--- src/rtl/seg7_pkg.sv ---
// rtl/seg7_pkg.sv - shared constants, segment table and index-width helper for the 7-segment scanner
package seg7_pkg;

    typedef logic [6:0] seg_t;

    localparam seg_t SEG_OFF = 7'h7F;

    // Active-low {g,f,e,d,c,b,a} patterns for hex digits 0..F
    localparam seg_t HEX_SEG [16] = '{
        7'h40, 7'h79, 7'h24, 7'h30, 7'h19, 7'h12, 7'h02, 7'h78,
        7'h00, 7'h10, 7'h08, 7'h03, 7'h46, 7'h21, 7'h06, 7'h0E
    };

    function automatic int idx_width(input int n);
        return (n <= 1) ? 1 : $clog2(n);
    endfunction

endpackage

--- src/rtl/seg7_hex_decode.sv ---
// rtl/seg7_hex_decode.sv - combinational nibble to active-low segment decoder
module seg7_hex_decode
    import seg7_pkg::*;
(
    input  logic [3:0] nibble,
    output seg_t       seg
);

    assign seg = HEX_SEG[nibble];

endmodule

--- src/rtl/seg7_scan_display.sv ---
// rtl/seg7_scan_display.sv - multiplexed N-digit 7-segment scanner with activity LED; SEG7_LZB_EN enables leading-zero blanking
module seg7_scan_display
    import seg7_pkg::*;
#(
    parameter int NUM_DIGITS  = 4,
    parameter int REFRESH_DIV = 100000,
    parameter int LED_HOLD    = 50000000
) (
    input  logic                    clk,
    input  logic                    rstn,
    input  logic                    data_valid,
    input  logic [4*NUM_DIGITS-1:0] data_in,
    input  logic [NUM_DIGITS-1:0]   dp_mask,
    input  logic [NUM_DIGITS-1:0]   blank_mask,
    output seg_t                    seg,
    output logic [NUM_DIGITS-1:0]   an,
    output logic                    dp,
    output logic                    led
);

    localparam int IDX_W = idx_width(NUM_DIGITS);
    localparam int PRE_W = $clog2(REFRESH_DIV);
    localparam int LED_W = $clog2(LED_HOLD + 1);

    logic [4*NUM_DIGITS-1:0] shadow;
    logic [PRE_W-1:0]        pre;
    logic [IDX_W-1:0]        idx;
    logic [LED_W-1:0]        led_cnt;

    logic [NUM_DIGITS-1:0]   lzb;
    logic [3:0]              cur_nib;
    logic                    cur_dp;
    logic                    cur_blank;
    logic                    cur_lz;
    logic [NUM_DIGITS-1:0]   cur_an;
    seg_t                    dec_seg;

    always_ff @(posedge clk or negedge rstn) begin
        if (!rstn) begin
            shadow <= '0;
            pre    <= '0;
            idx    <= '0;
        end else begin
            if (data_valid) begin
                shadow <= data_in;
            end
            if (pre == PRE_W'(REFRESH_DIV - 1)) begin
                pre <= '0;
                idx <= (idx == IDX_W'(NUM_DIGITS - 1)) ? '0 : idx + 1'b1;
            end else begin
                pre <= pre + 1'b1;
            end
        end
    end

`ifdef SEG7_LZB_EN
    // A digit is a leading zero when it and every digit above it are zero
    always_comb begin
        logic run;
        run = 1'b1;
        lzb = '0;
        for (int i = NUM_DIGITS - 1; i >= 1; i--) begin
            run    = run && (shadow[4*i +: 4] == 4'h0);
            lzb[i] = run;
        end
    end
`else
    assign lzb = '0;
`endif

    always_comb begin
        cur_nib   = 4'h0;
        cur_dp    = 1'b0;
        cur_blank = 1'b0;
        cur_lz    = 1'b0;
        cur_an    = '1;
        for (int i = 0; i < NUM_DIGITS; i++) begin
            if (idx == IDX_W'(i)) begin
                cur_nib   = shadow[4*i +: 4];
                cur_dp    = dp_mask[i];
                cur_blank = blank_mask[i];
                cur_lz    = lzb[i];
                cur_an[i] = 1'b0;
            end
        end
    end

    seg7_hex_decode u_hex_decode (
        .nibble (cur_nib),
        .seg    (dec_seg)
    );

    // First cycle of each slot stays dark so the previous digit cannot ghost
    always_ff @(posedge clk or negedge rstn) begin
        if (!rstn) begin
            seg <= SEG_OFF;
            an  <= '1;
            dp  <= 1'b1;
        end else if (pre == '0 || cur_blank || (cur_lz && !cur_dp)) begin
            seg <= SEG_OFF;
            an  <= '1;
            dp  <= 1'b1;
        end else if (cur_lz) begin
            seg <= SEG_OFF;
            an  <= cur_an;
            dp  <= 1'b0;
        end else begin
            seg <= dec_seg;
            an  <= cur_an;
            dp  <= ~cur_dp;
        end
    end

    always_ff @(posedge clk or negedge rstn) begin
        if (!rstn) begin
            led_cnt <= '0;
            led     <= 1'b0;
        end else if (data_valid) begin
            led_cnt <= LED_W'(LED_HOLD);
            led     <= 1'b1;
        end else if (led_cnt != '0) begin
            led_cnt <= led_cnt - 1'b1;
            led     <= (led_cnt != LED_W'(1));
        end else begin
            led     <= 1'b0;
        end
    end

endmodule

--- config.mk ---
export PLATFORM = sky130hd
export DESIGN_NAME = seg7_scan_display
export DESIGN_NICKNAME = d
export VERILOG_FILES = /design/src/rtl/seg7_pkg.sv /design/src/rtl/seg7_hex_decode.sv /design/src/rtl/seg7_scan_display.sv
export SDC_FILE = /design/constraint.sdc
export NUM_CORES = 1
export LEC_CHECK = 0
export BUFFER_PORTS_ARGS = -buffer_cell sky130_fd_sc_hd__buf_2
export CAP_MARGIN = 5
export CORE_MARGIN = 2
export CORE_UTILIZATION = 55
export DETAILED_ROUTE_END_ITERATION = 10
export PLACE_DENSITY = 0.85
export SLEW_MARGIN = 0
export SYNTH_ARGS = -nofsm -noshare
export SYNTH_HDL_FRONTEND = slang
export SYNTH_SLANG_ARGS = --single-unit
--- constraint.sdc ---
create_clock -name clk -period 3.9 [get_ports clk]
set_input_delay 0.195 -clock clk [delete_from_list [all_inputs] [get_ports clk]]
set_output_delay 0.195 -clock clk [all_outputs]
set_load 0.03 [all_outputs]
==> flow_summary.ini, run 1 <==
[sta]
period_minus_slack_ps = 2670
fin_crit_sh_pct = 68.5
fmax_mhz = 374
clock_skew_ps = 9.04
tightest_slew_ps = 841
hold_violations = 0
fin_ws_ps = 1230
finalSetupViolCount = 0
slew_violations = 0
grt_setup_unrepaired = false
relSlewSlack_pct = 43.9
tns_ps = 0

[global_route]
antenna_found_initial = 0
grt_overflow_total = 0
grt_pass1_wl_mm = 12.7
grt_usage_pct = 21.1
grt_max_degree = 48
first_global_vias = 2779

[worst_setup_path]
cp.required_ps = 4120
arrival_ps = 2890
worstSetupPathType = reg2reg
crit_path_end_kind = register
start_kind = register
cp_max_fo = 12
rrSetupSlack_ps = 1230

[drt]
drtAntennaViolNets = 0
wire_per_inst_um = 14.6
drc = 0
via_per_inst = 5.76
wl_mm = 7.53
drt-initial-drc-count = 213
drtPass1Iterations = 5
vias = 2979

[yosys]
synthFlopType = dfrtp_1
netlist_area_um2 = 3880
synth_fp_nets = 418
synth_top_family_by_area = simple AND/OR/NAND/NOR gates
synth_top_cell_by_area = dfrtp_1
ys.warnings.count = 0
async_flop_share_pct = 100
synth_most_common_cell = dfrtp_1
synth_compound_area_share_pct = 10.2
ys_types = 52
synth_area_leaders = dfrtp_1 (40%), dfstp_2 (8.1%), mux2_2 (4.9%)
seq_area_frac_synth_pct = 48.1
synth_top_area_share_pct = 40.0
synth_simple_gate_area_share_pct = 22.3
synth_edf_count = 0
syn_inst = 377
synthMuxAreaShare_pct = 5.71
synth_xor_xnor_area_share_pct = 5.42
yosys-top-cells-count = dfrtp_1 (62), nor2_1 (41), nand2_1 (27)
synthAdderAreaFrac_pct = 4.52
postSynthAreaPerCell_um2 = 10.3
ys_ff_latch = 74

[cts]
clock-root-buffer = clkbuf_8
cts.sinks = 74
clk_latency_ps = 340
cts_buffers = 9
cts_tree = yes
cts.htree.levels = 3
path_clk_slew_ps = 80
ctsLongestPathBuffers = 2

[worst_hold_path]
min_path_type = in2reg

[job]
cap_violations = 0

[die]
die_area_um2 = 7740
die_width_um = 88.0
start_util_pct = 57.1
fp-row-count = 30
die_h_um = 88.0
core-area_um2 = 6790
pin_count = 40

[placed_design]
hpwl_mm = 5.43
gp_congestion = 0.872
port_buffers = 39
pre_cts_ws_ps = 1240

[pwr]
powerDensity_nw_per_um2 = 386
total_power_mw = 1.68
power.leakage_nw = 1.75
ir_drop_uv = 186

[layout]
final_nets = 457
antennaDiodeCount = 0
layout-drive-gt1-share_pct = 24.0
nFillCells = 542
syn_to_final_growth_pct = 11.9

[status]
status = finished clean
[through the flow]
stage	utilization, %	hold slack (ps)	std cells	instance area (um^2)
floorplan	-	-101	377	3880
global placement	60.8	240	500	4130
detailed placement	60.8	251	500	4130
CTS	63.8	72.2	517	4340
global route	63.8	74.3	517	4340
finish	63.8	80.2	517	4340
[routing by layer]
metal  wire length (um)  up-vias  GRT usage, %
li1                   -     1415             -
met1               3380     1471          28.0
met2               3720       82          34.4
met3                334       11          3.96
met4                104        0          7.97
met5                  0        -             0
[state kept, by name, indices dropped and copies added (netlist names)]
signal   flops
seg          7
led_cnt     26
idx          2
pre         17
dp           1
led          1
shadow      16
an           4
[critical path, cell delays in order (launching register included)]
cell	delay, ps
dfrtp_1	420
or3_1	510
or3_1	580
o311ai_4	590
nor4_1	90
or3_1	360
[power by group]
part	total (mW)	switching, mW	internal (mW)
sequential	0.851	0.0311	0.820
combinational	0.240	0.139	0.100
clock	0.585	0.288	0.297
[layout by cell type, fill, tap and decap left out, drive strengths merged, types with 3 or more instances in the layout]
| master | netlist | final |
|---|---|---|
| nand2 | 27 | 27 |
| a21oi | 10 | 10 |
| nor2 | 41 | 41 |
| xor2 | 11 | 11 |
| nor4 | 10 | 10 |
| xnor2 | 13 | 13 |
| a211oi | 3 | 3 |
| nand4 | 7 | 7 |
| nand3b | 5 | 5 |
| or3 | 13 | 13 |
| ha | 14 | 14 |
| o31a | 4 | 4 |
| dfstp | 12 | 12 |
| nand3 | 13 | 13 |
| nor3 | 12 | 12 |
| inv | 14 | 14 |
| mux2 | 17 | 17 |
| buf | 4 | 43 |
| o221ai | 5 | 5 |
| clkinv | 0 | 3 |
| or4 | 5 | 5 |
| mux2i | 3 | 3 |
| nand2b | 6 | 6 |
| dfrtp | 62 | 62 |
| nor2b | 8 | 8 |
| clkbuf | 12 | 10 |
| o21ai | 15 | 15 |
[final cells by class]
type                            instances  area, um^2  area share [%]
Tap cell                               96         120            2.77
Timing Repair Buffer                   44         235            5.42
Sequential cell                        74        1870            43.0
Clock inverter                          6        67.6            1.56
Multi-Input combinational cell        273        1870            43.1
Inverter                               14        52.6            1.21
Clock buffer                           10         128            2.94
[logic make-up after synthesis]
kind of cell,after synthesis
AO/OA/AOI/OAI,56
XOR/XNOR,24
adder cells (fa/ha/maj),14
buffers and inverters,30
flip-flops,74
multiplexers,20
AND/OR/NAND/NOR,159
[path summary, 6_finish.rpt]
kind                                to       start  depth (start not counted)
setup / recovery           led_cnt[15]  led_cnt[8]                          5
hold / removal               shadow[0]  data_in[0]                          2
max in group asynchronous  led_cnt[25]        rstn                          3
hold reg to reg                 pre[6]      pre[6]                          1
setup reg to reg           led_cnt[15]  led_cnt[8]                          5
min in group asynchronous       pre[3]        rstn                          2
[timing repair]
action	4_1_cts	5_1_grt
setup buffers	0	0
endpoints found under the hold margin	27	0
hold buffers	1	0
gates resized for setup	0	0
Power figures use the tool's default switching activity.
==> run 2: changes to the inputs <==
CORE_UTILIZATION = 53   (was 55)
PLACE_DENSITY = 0.86   (was 0.85)
clock period = 2.2 ns   (was 3.9 ns; I/O delays follow)
==> run 2 against run 1 <==
Effect of this change:
- the flow now finishes with violations (setup timing)
- critical path depth did not move
- worst hold slack got worse by 77 ps
- sequential share of layout area fell by 6.3 points
- fmax rose by 18%
- count of clock-buffer cells in the layout rose by 2
- clock skew rose by 3.0 ps
- first-iteration DRC count rose by 22%
- clock power rose by 120%
- cell area rose by 17%
- critical path type unchanged
- highest routed layer unchanged
==> flow_summary.ini, run 2 (same netlist as run 1, synthesis figures left out) <==
[status]
status = finished with violations
violations = setup timing

[sta]
clock_skew_ps = 12.0
fmax_mhz = 443
fin_crit_sh_pct = 103
fin_ws_ps = -59.7
tns_ps = -169
relSlewSlack_pct = 53.2
finalSetupViolCount = 7
tightest_slew_ps = 701
slew_violations = 0
hold_violations = 0
period_minus_slack_ps = 2260
grt_setup_unrepaired = true

[placed_design]
post_dp_cell_area_um2 = 4480
pre_cts_ws_ps = -163
hpwl_mm = 6.09
port_buffers = 39
gp_congestion = 0.923

[worst_hold_path]
min_path_type = in2reg
hold_depth = 2

[pwr]
internal-power_mw = 2.55
p_sw_mw = 0.881
pwr-share-clk_pct = 37.7
powerDensity_nw_per_um2 = 675
ir_drop_uv = 441
total_power_mw = 3.43
pwr-share-seq_pct = 43.8
combPwrFrac_pct = 18.4
power.leakage_nw = 2.11
swShare_pct = 25.7

[job]
cap_violations = 0

[layout]
final_nets = 519
syn_to_final_growth_pct = 31.1
nFillCells = 469
final_common_cell = dfrtp_1
layout-drive-gt1-share_pct = 37.9
final_util_pct = 70.8
largest_reg_flops = 26
top_register = led_cnt
most-common-layout-cells = dfrtp_1 (62), buf_4 (52), nor2_1 (39), buf_2 (39), nand2_1 (26)
reg.largest.list = led_cnt x26, pre x17, shadow x16
final_area_um2 = 5080
antennaDiodeCount = 0

[drt]
wl_met1_mm = 4.03
top_layer = met4
drtPass1Iterations = 4
via_per_inst = 5.75
wl_met2_mm = 5.16
drc = 0
vias = 3347
wire_per_inst_um = 16.8
drt-initial-drc-count = 259
dr_wl_met3_um = 402
wl_mm = 9.79
drtAntennaViolNets = 0

[cts]
ctsLongestPathBuffers = 2
clk_latency_ps = 350
cts_tree = yes
clock-root-buffer = clkbuf_8
cts.sinks = 74
cts.htree.levels = 3
path_clk_slew_ps = 80
cts_buffers = 9

[worst_setup_path]
cp_max_fo = 4
worstSetupPathType = reg2reg
start_kind = register
crit_chain = or4_4 > or3_4 > buf_6 > o31a_2 > or3_1
cpPeakStageDelay_ps = 540
crit_path_end_kind = register
worstRegToRegCells = 5
critPathSlowestCell = or4_4
arrival_ps = 2490
cp.required_ps = 2430

[die]
fp-row-count = 31
start_util_pct = 54.0
die_width_um = 89.5
die_h_um = 89.5
core-area_um2 = 7180
die_area_um2 = 8020
pin_count = 40

[global_route]
grt_max_degree = 37
first_global_vias = 3227
grt_overflow_total = 0
grt_pass1_wl_mm = 15.2
grt_usage_pct = 24.6
antenna_found_initial = 0
## run 2: critical path, delay by kind of cell (launching register included)
family	cells	cell delay (ps)
AOI/OAI and AO/OA	1	330
DFF	1	380
and+or+nand+nor	3	1290
buffers and inverters	1	140
## run 2: power groups by stage
stage	registers, mW	clock network (mW)	logic, mW
2_1_floorplan	1.56	0	0.287
3_3_place_gp	1.52	0	0.515
3_5_place_dp	1.52	0	0.536
4_1_cts	1.50	1.30	0.591
5_1_grt	1.51	1.36	0.681
6_report	1.50	1.29	0.633
## run 2: routing by layer
layer	vias to the layer above	GRT usage, %
met5	-	0
met1	1668	30.9
li1	1556	-
met2	106	43.2
met4	0	5.56
met3	17	5.91
## run 2: path summary, 6_finish.rpt
path	from	endpoint	slack (ps)
max	led_cnt[12]	led_cnt[19]	-60
min	data_in[13]	shadow[13]	3
max reg2reg	led_cnt[12]	led_cnt[19]	-60
min reg2reg	pre[6]	pre[6]	500
max in group asynchronous	rstn	an[3]	1290
min in group asynchronous	rstn	shadow[12]	270
## run 2: through the flow
step                      hold WS, ps  cells
after CTS                       0.921    575
after floorplan                  -186    377
after global routing             8.97    582
final                            3.35    582
after global placement            122    543
after detailed placement          117    543
## run 2: area by class of cell
type                    instances  area (um^2)  share of cell area [%]
clock buffers                  12          145                    2.86
multi-input cells             273         2040                    40.1
repair buffers                106          759                    14.9
well taps                      99          124                    2.44
clock inverters                 4         98.8                    1.94
inverters                      14         52.6                    1.03
flip-flops and latches         74         1870                    36.7
## run 2: timing repair
| item | 4_1_cts | 5_1_grt |
|---|---|---|
| hold buffers | 7 | 3 |
| resized for setup | 10 | 30 |
| pin swaps | 12 | 6 |
| setup buffers | 9 | 4 |
| endpoints found under the setup margin | 16 | 25 |
| hold endpoints to repair | 21 | 3 |
==> run 3: changes to the inputs <==
BUFFER_PORTS_ARGS = -buffer_cell sky130_fd_sc_hd__clkbuf_2   (was -buffer_cell sky130_fd_sc_hd__buf_2)
==> run 3 against run 2 <==
Effect of this change:
- the run ends with hold timing, setup timing left
- via count grew 1.1%
- cell count shrank 1.2%
- combinational power shrank 3.5%
- worst setup slack lost 110 ps
- flip-flop and latch count is the same
- sequential share of layout area grew 0.49 points
- register-to-register slack lost 110 ps
- first-iteration DRC count shrank 10%
==> flow_summary.ini, run 3 (same netlist as run 1, synthesis figures left out) <==
[status]
status = finished with violations
violations = hold timing, setup timing

[die]
start_util_pct = 54.0
die_width_um = 89.5
pin_count = 40
die_area_um2 = 8020
die_h_um = 89.5
fp-row-count = 31
core-area_um2 = 7180

[worst_setup_path]
cp-startpoint = idx[0]
crit_path_end_kind = register
worstSetupPathType = reg2reg
rrSetupSlack_ps = -170
start_kind = register
cp.required_ps = 2460
arrival_ps = 2630
cp_max_fo = 5
r2r_start = idx[0]

[sta]
period_minus_slack_ps = 2370
fmax_mhz = 423
relSlewSlack_pct = 60.7
tightest_slew_ps = 588
hold_ws_ps = -0.0811
tns_ps = -1280
slew_violations = 0
clock_skew_ps = 11.8
finalSetupViolCount = 19
fin_ws_ps = -165
hold_violations = 1
grt_setup_unrepaired = true
fin_crit_sh_pct = 108

[drt]
wl_met1_mm = 4.15
drtAntennaViolNets = 0
vias = 3385
drt-initial-drc-count = 233
wire_per_inst_um = 18.1
drc = 0
wl_mm = 10.4
via_per_inst = 5.89
wl_met2_mm = 5.35
top_layer = met4
dr_wl_met3_um = 519
drtPass1Iterations = 5

[layout]
final_area_um2 = 5020
layout-drive-gt1-share_pct = 37.6
most-common-layout-cells = dfrtp_1 (62), buf_4 (40), nor2_1 (39)
nFillCells = 478
final_common_cell = dfrtp_1
reg.largest.list = led_cnt x26, pre x17, shadow x16
final_util_pct = 69.9
final_nets = 512
antennaDiodeCount = 0
stdcell_count = 575
largest_reg_flops = 26
syn_to_final_growth_pct = 29.4
top_register = led_cnt

[pwr]
total_power_mw = 3.12
powerDensity_nw_per_um2 = 622
ir_drop_uv = 281
power.leakage_nw = 2.07

[cts]
cts_tree = yes
clk_latency_ps = 350
path_clk_slew_ps = 80
cts_buffers = 9
cts.htree.levels = 3
clock-root-buffer = clkbuf_8
cts.sinks = 74
ctsLongestPathBuffers = 2

[placed_design]
post_dp_cell_area_um2 = 4460
hpwl_mm = 5.92
dp_cells = 540
gp_congestion = 0.867
pre_cts_ws_ps = -165
port_buffers = 39

[job]
cap_violations = 0

[global_route]
antenna_found_initial = 0
grt_overflow_total = 0
first_global_vias = 3175
grt_usage_pct = 24.1
grt_pass1_wl_mm = 15.0
grt_max_degree = 75

[worst_hold_path]
min_path_type = in2reg
hp-start = data_in[13]
run 3: power by group:
group          total [mW]  internal (mW)  switching, mW
Clock               0.997          0.473          0.524
Combinational       0.611          0.282          0.329
Sequential           1.51           1.45         0.0606
run 3: path summary, 6_finish.rpt:
path | end | cells after the start
max | seg[6] | 11
min | shadow[13] | 2
max reg2reg | seg[6] | 11
min reg2reg | pre[6] | 1
max in group asynchronous | an[3] | 3
min in group asynchronous | shadow[2] | 3
run 3: cell type report:
cell class	count	area, um^2	area share (%)
clock inverter	5	36.3	0.723
multi-input combinational	273	2060	41.1
clock buffer	11	151	3.02
timing repair buffer	99	724	14.4
inverter	14	52.6	1.05
tap	99	124	2.47
sequential	74	1870	37.2
run 3: worst max-delay path, cell delays in order, from the launching register on:
cell	delay, ps
dfrtp_1	430
inv_2	130
ha_4	190
nand2_1	90
o211ai_1	460
o221ai_4	260
inv_1	130
ha_1	150
inv_1	60
nor2_1	130
a21oi_1	60
o221ai_1	200
run 3: metal layers:
metal	vias up	GRT usage (%)
met3	38	3.51
met4	0	7.33
met5	-	0
li1	1530	-
met2	136	42.4
met1	1681	30.9
run 3: timing repair:
item	4_1_cts	5_1_grt
hold buffers	10	1
setup buffers	4	4
pin swaps	6	13
gates cloned	0	0
hold endpoints to repair	71	1
endpoints found under the setup margin	16	28
resized for setup	9	38
